<file path="config.mk">
export PLATFORM = sky130hd
export DESIGN_NAME = mult_share_sched_flat
export DESIGN_NICKNAME = d
export VERILOG_FILES = /design/src/rtl/mult_share_sched_if.sv /design/src/rtl/mult_share_sched.sv /design/src/flat_wrapper.sv
export SDC_FILE = /design/constraint.sdc
export NUM_CORES = 1
export LEC_CHECK = 0
export ABC_AREA = 1
export CAP_MARGIN = 20
export CORE_MARGIN = 2
export CORE_UTILIZATION = 50
export CTS_CLUSTER_DIAMETER = 120
export DETAILED_ROUTE_END_ITERATION = 8
export DONT_BUFFER_PORTS = 1
export GPL_TIMING_DRIVEN = 1
export PLACE_DENSITY_LB_ADDON = 0.2
export SETUP_SLACK_MARGIN = 0.5
export SLEW_MARGIN = 25
export SYNTH_ARGS = -nofsm -noshare
export SYNTH_HDL_FRONTEND = slang
export SYNTH_SLANG_ARGS = --single-unit
</file>
<file path="constraint.sdc">
create_clock -name clk -period 1.95 [get_ports clk]
set_input_delay 0.2925 -clock clk [delete_from_list [all_inputs] [get_ports clk]]
set_output_delay 0.2925 -clock clk [all_outputs]
set_load 0.005 [all_outputs]
</file>
<file path="src/rtl/mult_share_sched_if.sv">
// Request, multiplier and response bundle for mult_share_sched.
// The slave side is the scheduler; the master side is requesters plus multiplier.
interface mult_share_sched_if #(
    parameter int WIDTH = 2,
    parameter int NREQ  = 4,
    parameter int ID_W  = 2
);
    logic [NREQ-1:0]       req_valid;
    logic [NREQ*WIDTH-1:0] req_a;
    logic [NREQ*WIDTH-1:0] req_b;
    logic [NREQ-1:0]       req_ready;
    logic [WIDTH-1:0]      mul_a;
    logic [WIDTH-1:0]      mul_b;
    logic [2*WIDTH-1:0]    mul_p;
    logic                  rsp_valid;
    logic                  rsp_ready;
    logic [ID_W-1:0]       rsp_id;
    logic [2*WIDTH-1:0]    rsp_p;
    logic                  busy;

    modport master (
        output req_valid,
        output req_a,
        output req_b,
        output mul_p,
        output rsp_ready,
        input  req_ready,
        input  mul_a,
        input  mul_b,
        input  rsp_valid,
        input  rsp_id,
        input  rsp_p,
        input  busy
    );

    modport slave (
        input  req_valid,
        input  req_a,
        input  req_b,
        input  mul_p,
        input  rsp_ready,
        output req_ready,
        output mul_a,
        output mul_b,
        output rsp_valid,
        output rsp_id,
        output rsp_p,
        output busy
    );
endinterface

</file>
<file path="src/rtl/mult_share_sched.sv">
// Round-robin scheduler time-sharing one combinational multiplier.
// One op in flight: grant, hold operands SETTLE_CYC cycles, return product.
module mult_share_sched #(
    parameter int WIDTH      = 2,
    parameter int NREQ       = 4,
    parameter int ID_W       = 2,
    parameter int SETTLE_CYC = 1
) (
    input logic            clk,
    input logic            rst,
    mult_share_sched_if.slave bus
);

    localparam int CNT_W = (SETTLE_CYC > 1) ? $clog2(SETTLE_CYC) : 1;
    localparam logic [CNT_W-1:0] CNT_INIT = CNT_W'(SETTLE_CYC - 1);

    typedef enum logic [1:0] {
        IDLE,
        SETTLE,
        RESP
    } state_t;

    state_t               state;
    state_t               state_next;

    logic [ID_W-1:0]      rr_ptr;
    logic [ID_W-1:0]      op_id;
    logic [CNT_W-1:0]     cnt;
    logic [WIDTH-1:0]     mul_a_q;
    logic [WIDTH-1:0]     mul_b_q;
    logic                 rsp_valid_q;
    logic [ID_W-1:0]      rsp_id_q;
    logic [2*WIDTH-1:0]   rsp_p_q;

    logic                 gnt_found;
    logic [ID_W-1:0]      gnt_idx;
    logic [NREQ-1:0]      req_ready_c;
    logic [WIDTH-1:0]     sel_a;
    logic [WIDTH-1:0]     sel_b;
    logic                 load_op;
    logic                 load_rsp;
    logic                 clr_rsp;
    logic                 cnt_dec;

    // Index base+off reduced modulo NREQ (off is always < NREQ).
    function automatic logic [ID_W-1:0] wrap_add(
        input logic [ID_W-1:0] base,
        input int              off
    );
        int sum;
        sum = int'(base) + off;
        if (sum >= NREQ) begin
            sum = sum - NREQ;
        end
        return ID_W'(sum);
    endfunction

    // Priority search: first valid requester at or after rr_ptr, wrapping.
    always_comb begin
        gnt_found = 1'b0;
        gnt_idx   = '0;
        for (int k = 0; k < NREQ; k++) begin
            if (!gnt_found && bus.req_valid[wrap_add(rr_ptr, k)]) begin
                gnt_found = 1'b1;
                gnt_idx   = wrap_add(rr_ptr, k);
            end
        end
    end

    assign sel_a = bus.req_a[gnt_idx*WIDTH +: WIDTH];
    assign sel_b = bus.req_b[gnt_idx*WIDTH +: WIDTH];

    // FSM state register.
    always_ff @(posedge clk or posedge rst) begin
        if (rst) begin
            state <= IDLE;
        end else begin
            state <= state_next;
        end
    end

    // Next-state and control strobes; grant is gated off while in reset.
    always_comb begin
        state_next  = state;
        req_ready_c = '0;
        load_op     = 1'b0;
        load_rsp    = 1'b0;
        clr_rsp     = 1'b0;
        cnt_dec     = 1'b0;
        unique case (state)
            IDLE: begin
                if (!rst && gnt_found) begin
                    req_ready_c[gnt_idx] = 1'b1;
                    load_op              = 1'b1;
                    state_next           = SETTLE;
                end
            end
            SETTLE: begin
                if (cnt == '0) begin
                    load_rsp   = 1'b1;
                    state_next = RESP;
                end else begin
                    cnt_dec = 1'b1;
                end
            end
            RESP: begin
                if (bus.rsp_ready) begin
                    clr_rsp    = 1'b1;
                    state_next = IDLE;
                end
            end
            default: begin
                state_next = IDLE;
            end
        endcase
    end

    // Operand latch, priority pointer and settle counter.
    always_ff @(posedge clk or posedge rst) begin
        if (rst) begin
            mul_a_q <= '0;
            mul_b_q <= '0;
            op_id   <= '0;
            rr_ptr  <= '0;
            cnt     <= '0;
        end else if (load_op) begin
            mul_a_q <= sel_a;
            mul_b_q <= sel_b;
            op_id   <= gnt_idx;
            rr_ptr  <= wrap_add(gnt_idx, 1);
            cnt     <= CNT_INIT;
        end else if (cnt_dec) begin
            cnt <= cnt - 1'b1;
        end
    end

    // Response register: capture product, hold until consumed.
    always_ff @(posedge clk or posedge rst) begin
        if (rst) begin
            rsp_valid_q <= 1'b0;
            rsp_id_q    <= '0;
            rsp_p_q     <= '0;
        end else if (load_rsp) begin
            rsp_valid_q <= 1'b1;
            rsp_id_q    <= op_id;
            rsp_p_q     <= bus.mul_p;
        end else if (clr_rsp) begin
            rsp_valid_q <= 1'b0;
        end
    end

    assign bus.req_ready = req_ready_c;
    assign bus.mul_a     = mul_a_q;
    assign bus.mul_b     = mul_b_q;
    assign bus.rsp_valid = rsp_valid_q;
    assign bus.rsp_id    = rsp_id_q;
    assign bus.rsp_p     = rsp_p_q;
    assign bus.busy      = (state != IDLE);

    // Grant is one-hot at most and only to a valid requester.
    a_gnt_onehot: assert property (
        @(posedge clk) disable iff (rst)
        $onehot0(req_ready_c)
    );

    a_gnt_valid: assert property (
        @(posedge clk) disable iff (rst)
        (req_ready_c & ~bus.req_valid) == '0
    );

    a_gnt_idle: assert property (
        @(posedge clk) disable iff (rst)
        (state != IDLE) |-> (req_ready_c == '0)
    );

    // Response payload stays put under backpressure.
    a_rsp_hold: assert property (
        @(posedge clk) disable iff (rst)
        (rsp_valid_q && !bus.rsp_ready)
            |=> (rsp_valid_q && $stable(rsp_p_q) && $stable(rsp_id_q))
    );

endmodule

</file>
<file path="src/flat_wrapper.sv">
// flat-port wrapper written by rule: the top's interface ports become plain ports
module mult_share_sched_flat 
#(
    parameter int WIDTH      = 2,
    parameter int NREQ       = 4,
    parameter int ID_W       = 2,
    parameter int SETTLE_CYC = 1
)
  (clk, rst, bus_req_valid, bus_req_a, bus_req_b, bus_mul_p, bus_rsp_ready, bus_req_ready, bus_mul_a, bus_mul_b, bus_rsp_valid, bus_rsp_id, bus_rsp_p, bus_busy);
  mult_share_sched_if #(.WIDTH(WIDTH), .NREQ(NREQ), .ID_W(ID_W)) bus_i ();
  input logic clk;
  input logic rst;
  input wire logic [$bits(bus_i.req_valid)-1:0] bus_req_valid;
  input wire logic [$bits(bus_i.req_a)-1:0] bus_req_a;
  input wire logic [$bits(bus_i.req_b)-1:0] bus_req_b;
  input wire logic [$bits(bus_i.mul_p)-1:0] bus_mul_p;
  input wire logic [$bits(bus_i.rsp_ready)-1:0] bus_rsp_ready;
  output wire logic [$bits(bus_i.req_ready)-1:0] bus_req_ready;
  output wire logic [$bits(bus_i.mul_a)-1:0] bus_mul_a;
  output wire logic [$bits(bus_i.mul_b)-1:0] bus_mul_b;
  output wire logic [$bits(bus_i.rsp_valid)-1:0] bus_rsp_valid;
  output wire logic [$bits(bus_i.rsp_id)-1:0] bus_rsp_id;
  output wire logic [$bits(bus_i.rsp_p)-1:0] bus_rsp_p;
  output wire logic [$bits(bus_i.busy)-1:0] bus_busy;
  assign bus_i.req_valid = bus_req_valid;
  assign bus_i.req_a = bus_req_a;
  assign bus_i.req_b = bus_req_b;
  assign bus_i.mul_p = bus_mul_p;
  assign bus_i.rsp_ready = bus_rsp_ready;
  assign bus_req_ready = bus_i.req_ready;
  assign bus_mul_a = bus_i.mul_a;
  assign bus_mul_b = bus_i.mul_b;
  assign bus_rsp_valid = bus_i.rsp_valid;
  assign bus_rsp_id = bus_i.rsp_id;
  assign bus_rsp_p = bus_i.rsp_p;
  assign bus_busy = bus_i.busy;
  mult_share_sched #(.WIDTH(WIDTH), .NREQ(NREQ), .ID_W(ID_W), .SETTLE_CYC(SETTLE_CYC)) u_core (.clk(clk), .rst(rst), .bus(bus_i));
endmodule
</file>
# Word level (Yosys, flattened, before mapping)

Index checks and enable logic that the tools add are counted.

Add/sub/neg operators: 10
$lt $le $gt $ge: 11
Equal/unequal tests: 5
Shift-type cells: 2
Mux-type cells: 41
Reduce and logical (&&, ||, !) cells: 14

Operators with widths:

| operator                                                                 | count |
|---|---|
| 2-bit two-way mux                                                        | 12 |
| 1-bit two-way mux                                                        | 21 |
| 8-bit by 4-bit variable part select with 2-bit output                    | 2 |
| 2-bit by 3-bit < comparator with 1-bit output (second input constant)    | 5 |
| 3-bit >= comparator (second input constant)                              | 4 |
| 2-bit by 1-bit subtractor with 2-bit output (second input constant)      | 5 |
| 1-bit binary-select mux with 2-bit select                                | 4 |
| 4-bit two-way mux                                                        | 2 |
| 2-bit by 1-bit adder with 3-bit output (second input constant)           | 2 |
| 2-bit by 2-bit adder with 3-bit output (second input constant)           | 2 |
| 2-bit case mux with 3 select lines                                       | 1 |
| 2-bit nonzero test                                                       | 3 |
| 1-bit logical AND                                                        | 5 |
| 1-bit logical NOT                                                        | 4 |
| 2-bit inequality test (second input constant)                            | 2 |
| 2-bit by 3-bit >= comparator with 1-bit output (second input constant)   | 1 |
| 3-bit AND reduction                                                      | 1 |
| 1-bit demux with 2-bit select                                            | 1 |
| 2-bit by 1-bit == test with 1-bit output (second input constant)         | 1 |
| 2-bit == test (second input constant)                                    | 1 |
| 2-bit by 1-bit >= comparator with 1-bit output (second input constant)   | 1 |
| 2-bit logical NOT                                                        | 1 |
| 2-bit by 1-bit inequality test with 1-bit output (second input constant) | 1 |
| 1-bit subtractor (second input constant)                                 | 1 |

Register bits after elaboration: 18
Input bits: 27
Output and inout bits: 16
Logic and storage cells: 92

# Logic depth before layout (Yosys ltp)

Depth after elaboration: 20
Depth in mapped cells: 17
Depth with buffers taken out: 15

# Worst setup path before layout

No wires, ideal clock.

Kind: flip-flop to output port
Start: register u_core.rr_ptr[0]
End: output bus_req_ready[2]
Arrival: 1.554 ns
Setup slack: 0.104 ns
Cell stages (with the launch flop): 15
Buffers on the path: 2
Path through: dfrtp_1 buf_6 inv_8 nand2_1 nand3_1 nand2_2 nor2_4 nand3_4 nand2_2 inv_2 nand2_4 inv_2 buf_6 nand2_2 nor2_1

Longest elaborated chain between the ends: 20

Ends and longest elaborated chain:

| element                                                                                         | line                    | text |
|---|---|---|
| start: declaration                                                                              | mult_share_sched.sv:26  | `logic [ID_W-1:0] rr_ptr;` |
| start signal: assignment                                                                        | mult_share_sched.sv:130 | `rr_ptr <= wrap_add(gnt_idx, 1);` |
| parallel branches: the longest is 18 deep, another holds 2-bit by 1-bit adder with 3-bit output | -                       |  |
| 4-bit two-way mux *                                                                             | mult_share_sched.sv:92  | `if (!rst && gnt_found) begin` |
| 4-bit two-way mux *                                                                             | mult_share_sched.sv:90  | `unique case (state)` |
| end: declaration                                                                                | flat_wrapper.sv:18      | `output wire logic [$bits(bus_i.req_ready)-1:0] bus_req_ready;` |

Every way passes the cells marked *. The select of a mux whose other input is x is not followed.

# Worst setup path after layout

Start: register u_core.rr_ptr[0]
End: register u_core.mul_a_q[1], in the netlist u_core.bus.mul_a[1]

Longest elaborated chain between the ends: 17

Ends and longest elaborated chain:

| element                                                                                         | line                    | text |
|---|---|---|
| parallel branches: the longest is 17 deep, another holds 2-bit by 1-bit adder with 3-bit output | -                       |  |
| end signal: assignment                                                                          | mult_share_sched.sv:127 | `mul_a_q <= sel_a;` |
| end: declaration                                                                                | mult_share_sched.sv:29  | `logic [WIDTH-1:0] mul_a_q;` |

Several ways; the timed one is not identified. The select of a mux whose other input is x is not followed.
A chain may end at the register's enable or synchronous reset.

==> impl_metrics.env <==
export IMPL_ant_nets=0
export IMPL_finalCritPeriodShare_pct=114
export IMPL_dp_hpwl_mm=1.92
export IMPL_drv_slew=0
export IMPL_worstMarginPinSlew_ns=0.314
export IMPL_ys_seq_area_share_pct=37.0
export IMPL_gp_congestion=0.811
export IMPL_setup_violations=12
export IMPL_syn_avg_cell_area_um2=7.16
export IMPL_p_leak_uw=0.000925
export IMPL_die_h_um=53.3
export IMPL_drc=0
export IMPL_syn_area_um2=1220
export IMPL_start_kind="flop"
export IMPL_worstPathRequired_ns=2.12
export IMPL_synth_top_area_share_pct=37.0
export IMPL_cts_sinks=18
export IMPL_syn_to_final_growth_pct=47.6
export IMPL_grt_pass1_wl_mm=5.14
export IMPL_final_nets=233
export IMPL_clock_skew_final_ns=0.0130
export IMPL_syn_inst=170
export IMPL_grt_max_degree=19
export IMPL_placed_cells=201
export IMPL_start_util_pct=54.0
export IMPL_p_seq_share_pct=17.0
export IMPL_swShare_pct=50.2
export IMPL_grt_usage_pct=24.7
export IMPL_synth_area_leaders="dfrtp_1 37%, nand2_1 24%, inv_1 4.6%"
export IMPL_cts_buffer_depth=2
export IMPL_clkLatencyLatePin_ns=0.29
export IMPL_final_layout_size_suffix_gt1_share_pct=48.5
export IMPL_timing_hold_ws_ns=0.0909
export IMPL_p_switching_uw=2060
export IMPL_core_rowCount=17
export IMPL_vias_per_cell=5.39
export IMPL_pre_cts_slack_ns=-0.0627
export IMPL_ctsHtreeMaxLevel=1
export IMPL_power_uw=4100
export IMPL_diodes=0
export IMPL_grt_pass1_vias=1217
export IMPL_intPower_uw=2040
export IMPL_clockPowerShare_pct=4.4
export IMPL_drv_cap=0
export IMPL_dieWidth_um=53.3
export IMPL_syn_nets=197
export IMPL_critPathCaptureType="flop"
export IMPL_clock_root_buffer="clkbuf_4"
export IMPL_rsz0062_at_grt="yes"
export IMPL_antenna_found_initial=0
export IMPL_cts_tree="yes"
export IMPL_ioPinCount=43
export IMPL_hold_viol=0
export IMPL_pwr_share_comb_pct=78.6
export IMPL_fin_tns_setup_ns=-2.34
export IMPL_period_minus_slack_ns=2.23
export IMPL_first_pass_iters=4
export IMPL_clk_pin_slew_ns=0.10
export IMPL_ir_drop_mv=1.85
export IMPL_die_area_um2=2850
export IMPL_cp_max_fo=5
export IMPL_vias=1250
export IMPL_synth_cell_type_count=22
export IMPL_synth_seq_cells=18
export IMPL_drt_initial_drc_count=14
export IMPL_fmax_ghz=0.448
export IMPL_hold_class="primary input to flop"
export IMPL_cts_buffers=3
export IMPL_power_density_nw_per_um2=2280
export IMPL_yosys_area_top_type="dfrtp_1"
export IMPL_arrival_ns=2.40
export IMPL_wl_mm=3.51
export IMPL_status="finished with violations"
export IMPL_grt_ovfl_total=0
export IMPL_wl_per_cell_um=15.1
export IMPL_fin_ws_ns=-0.281
export IMPL_violations="setup timing"
export IMPL_critPathKind="flop to flop"
export IMPL_design_core_area_um2=2250
export IMPL_portBuffers=0
export IMPL_fin_cells=232
export IMPL_slew_limit_headroom_pct=79.0
export IMPL_ys_warn_count=0
[worst max-delay path, stage by stage, from the launching register on]
cell      delay [ns]
dfrtp_2         0.45
buf_6           0.15
clkinv_8        0.07
nand2_4         0.05
nand2_4         0.10
nand2_2         0.06
nand2_2         0.09
nor2_4          0.07
nand2_2         0.08
nor2_4          0.04
nor2_4          0.15
inv_4           0.08
buf_6           0.12
buf_6           0.10
buf_6           0.11
buf_6           0.12
nand2_2         0.06
nand2_2         0.06
nand2_1         0.07
nand2_1         0.07
[repair_timing]
| action | in CTS | in global routing |
|---|---|---|
| gates cloned | 1 | 0 |
| hold buffers | 1 | 0 |
| buffers inserted | 20 | 6 |
| pin swaps | 11 | 30 |
| setup endpoints to repair | 14 | 14 |
| hold endpoints to repair | 18 | 0 |
| resized for setup | 53 | 22 |
[routing by layer]
layer / global-route usage [%] / part of all wire, % / vias to the layer above
met2: 44.2 / 53 / 46
met1: 30.5 / 38 / 578
met3: 7.06 / 5.8 / 12
met4: 1.28 / 3.0 / 0
met5: 0 / 0 / -
li1: - / - / 614
[power groups by stage]
stage                     Clock (µW)  Combinational, µW  Sequential, µW
after floorplan                    0               1540             645
after global placement             0               1740             708
after detailed placement           0               1770             710
after CTS                        183               2700             688
after global routing             196               3490             716
final                            180               3220             695
[path summary, 6_finish.rpt]
check / start / end / slack, ns / cells past startpoint
hold reg to reg: u_core.op_id[0] / u_core.op_id[0] / 0.50 / 1
setup / recovery: u_core.rr_ptr[0] / u_core.bus.mul_a[1] / -0.28 / 19
min in group asynchronous: rst / u_core.state[0] / 0.51 / 3
hold / removal: bus_rsp_ready / u_core.state[1] / 0.09 / 1
max in group asynchronous: rst / u_core.rr_ptr[1] / 1.24 / 3
setup reg to reg: u_core.rr_ptr[0] / u_core.bus.mul_a[1] / -0.28 / 19
[logic make-up (layout without fill, tap and decap cells)]
group / count (synthesis) / in the layout / synth area share, %
flops: 18 / 18 / 37.0
buf+inv: 22 / 56 / 9.25
mux: 5 / 5 / 4.62
simple gates: 116 / 116 / 44.8
compound gates: 9 / 9 / 4.32
[per-stage QoR]
| stage | util, % | instance area, µm² |
|---|---|---|
| after floorplan | - | 1230 |
| after global placement | 56.8 | 1280 |
| after detailed placement | 56.8 | 1280 |
| after CTS | 74.0 | 1670 |
| after global routing | 79.7 | 1800 |
| final | 79.7 | 1800 |
[final cells by class]
class / count / area, µm²
Multi-Input combinational cell: 130 / 880
Tap cell: 28 / 35.0
Fill cell: 144 / 458
Inverter: 19 / 93.8
Timing Repair inverter: 1 / 6.26
Sequential cell: 18 / 453
Timing Repair Buffer: 33 / 307
Clock buffer: 3 / 22.5
[Yosys cell counts]
| master | instances |
|---|---|
| a31oi_1 | 1 |
| buf_6 | 3 |
| dfrtp_1 | 18 |
| inv_1 | 15 |
| inv_2 | 3 |
| inv_8 | 1 |
| mux2_2 | 5 |
| nand2_1 | 78 |
| nand2_2 | 9 |
| nand2_4 | 2 |
| nand3_1 | 6 |
| nand3_2 | 1 |
| nand3_4 | 2 |
| nand4_1 | 8 |
| nor2_1 | 7 |
| nor2_2 | 1 |
| nor2_4 | 1 |
| nor3_1 | 1 |
| o21a_1 | 1 |
| o21ai_0 | 3 |
| o21ai_1 | 3 |
| o21ai_2 | 1 |
[flip-flops by register name (all words and copies together) (netlist names)]
| name | flops |
|---|---|
| u_core.op_id | 2 |
| u_core.bus.mul_a | 2 |
| u_core.bus.rsp_id | 2 |
| u_core.bus.rsp_valid | 1 |
| u_core.bus.rsp_p | 4 |
| u_core.cnt | 1 |
| u_core.state | 2 |
| u_core.rr_ptr | 2 |
| u_core.bus.mul_b | 2 |
[cell usage in the layout, fill, tap and decap left out, drive strengths merged]
cell type,synthesis,layout
a31oi,1,1
dfrtp,18,18
nand2,89,89
clkinv,0,1
o21a,1,1
clkbuf,0,3
o21ai,7,7
nor3,1,1
nand4,8,8
buf,3,32
dlygate4sd3,0,1
inv,19,19
nor2,9,9
mux2,5,5
nand3,9,9
(Power assumes the default switching activity.)
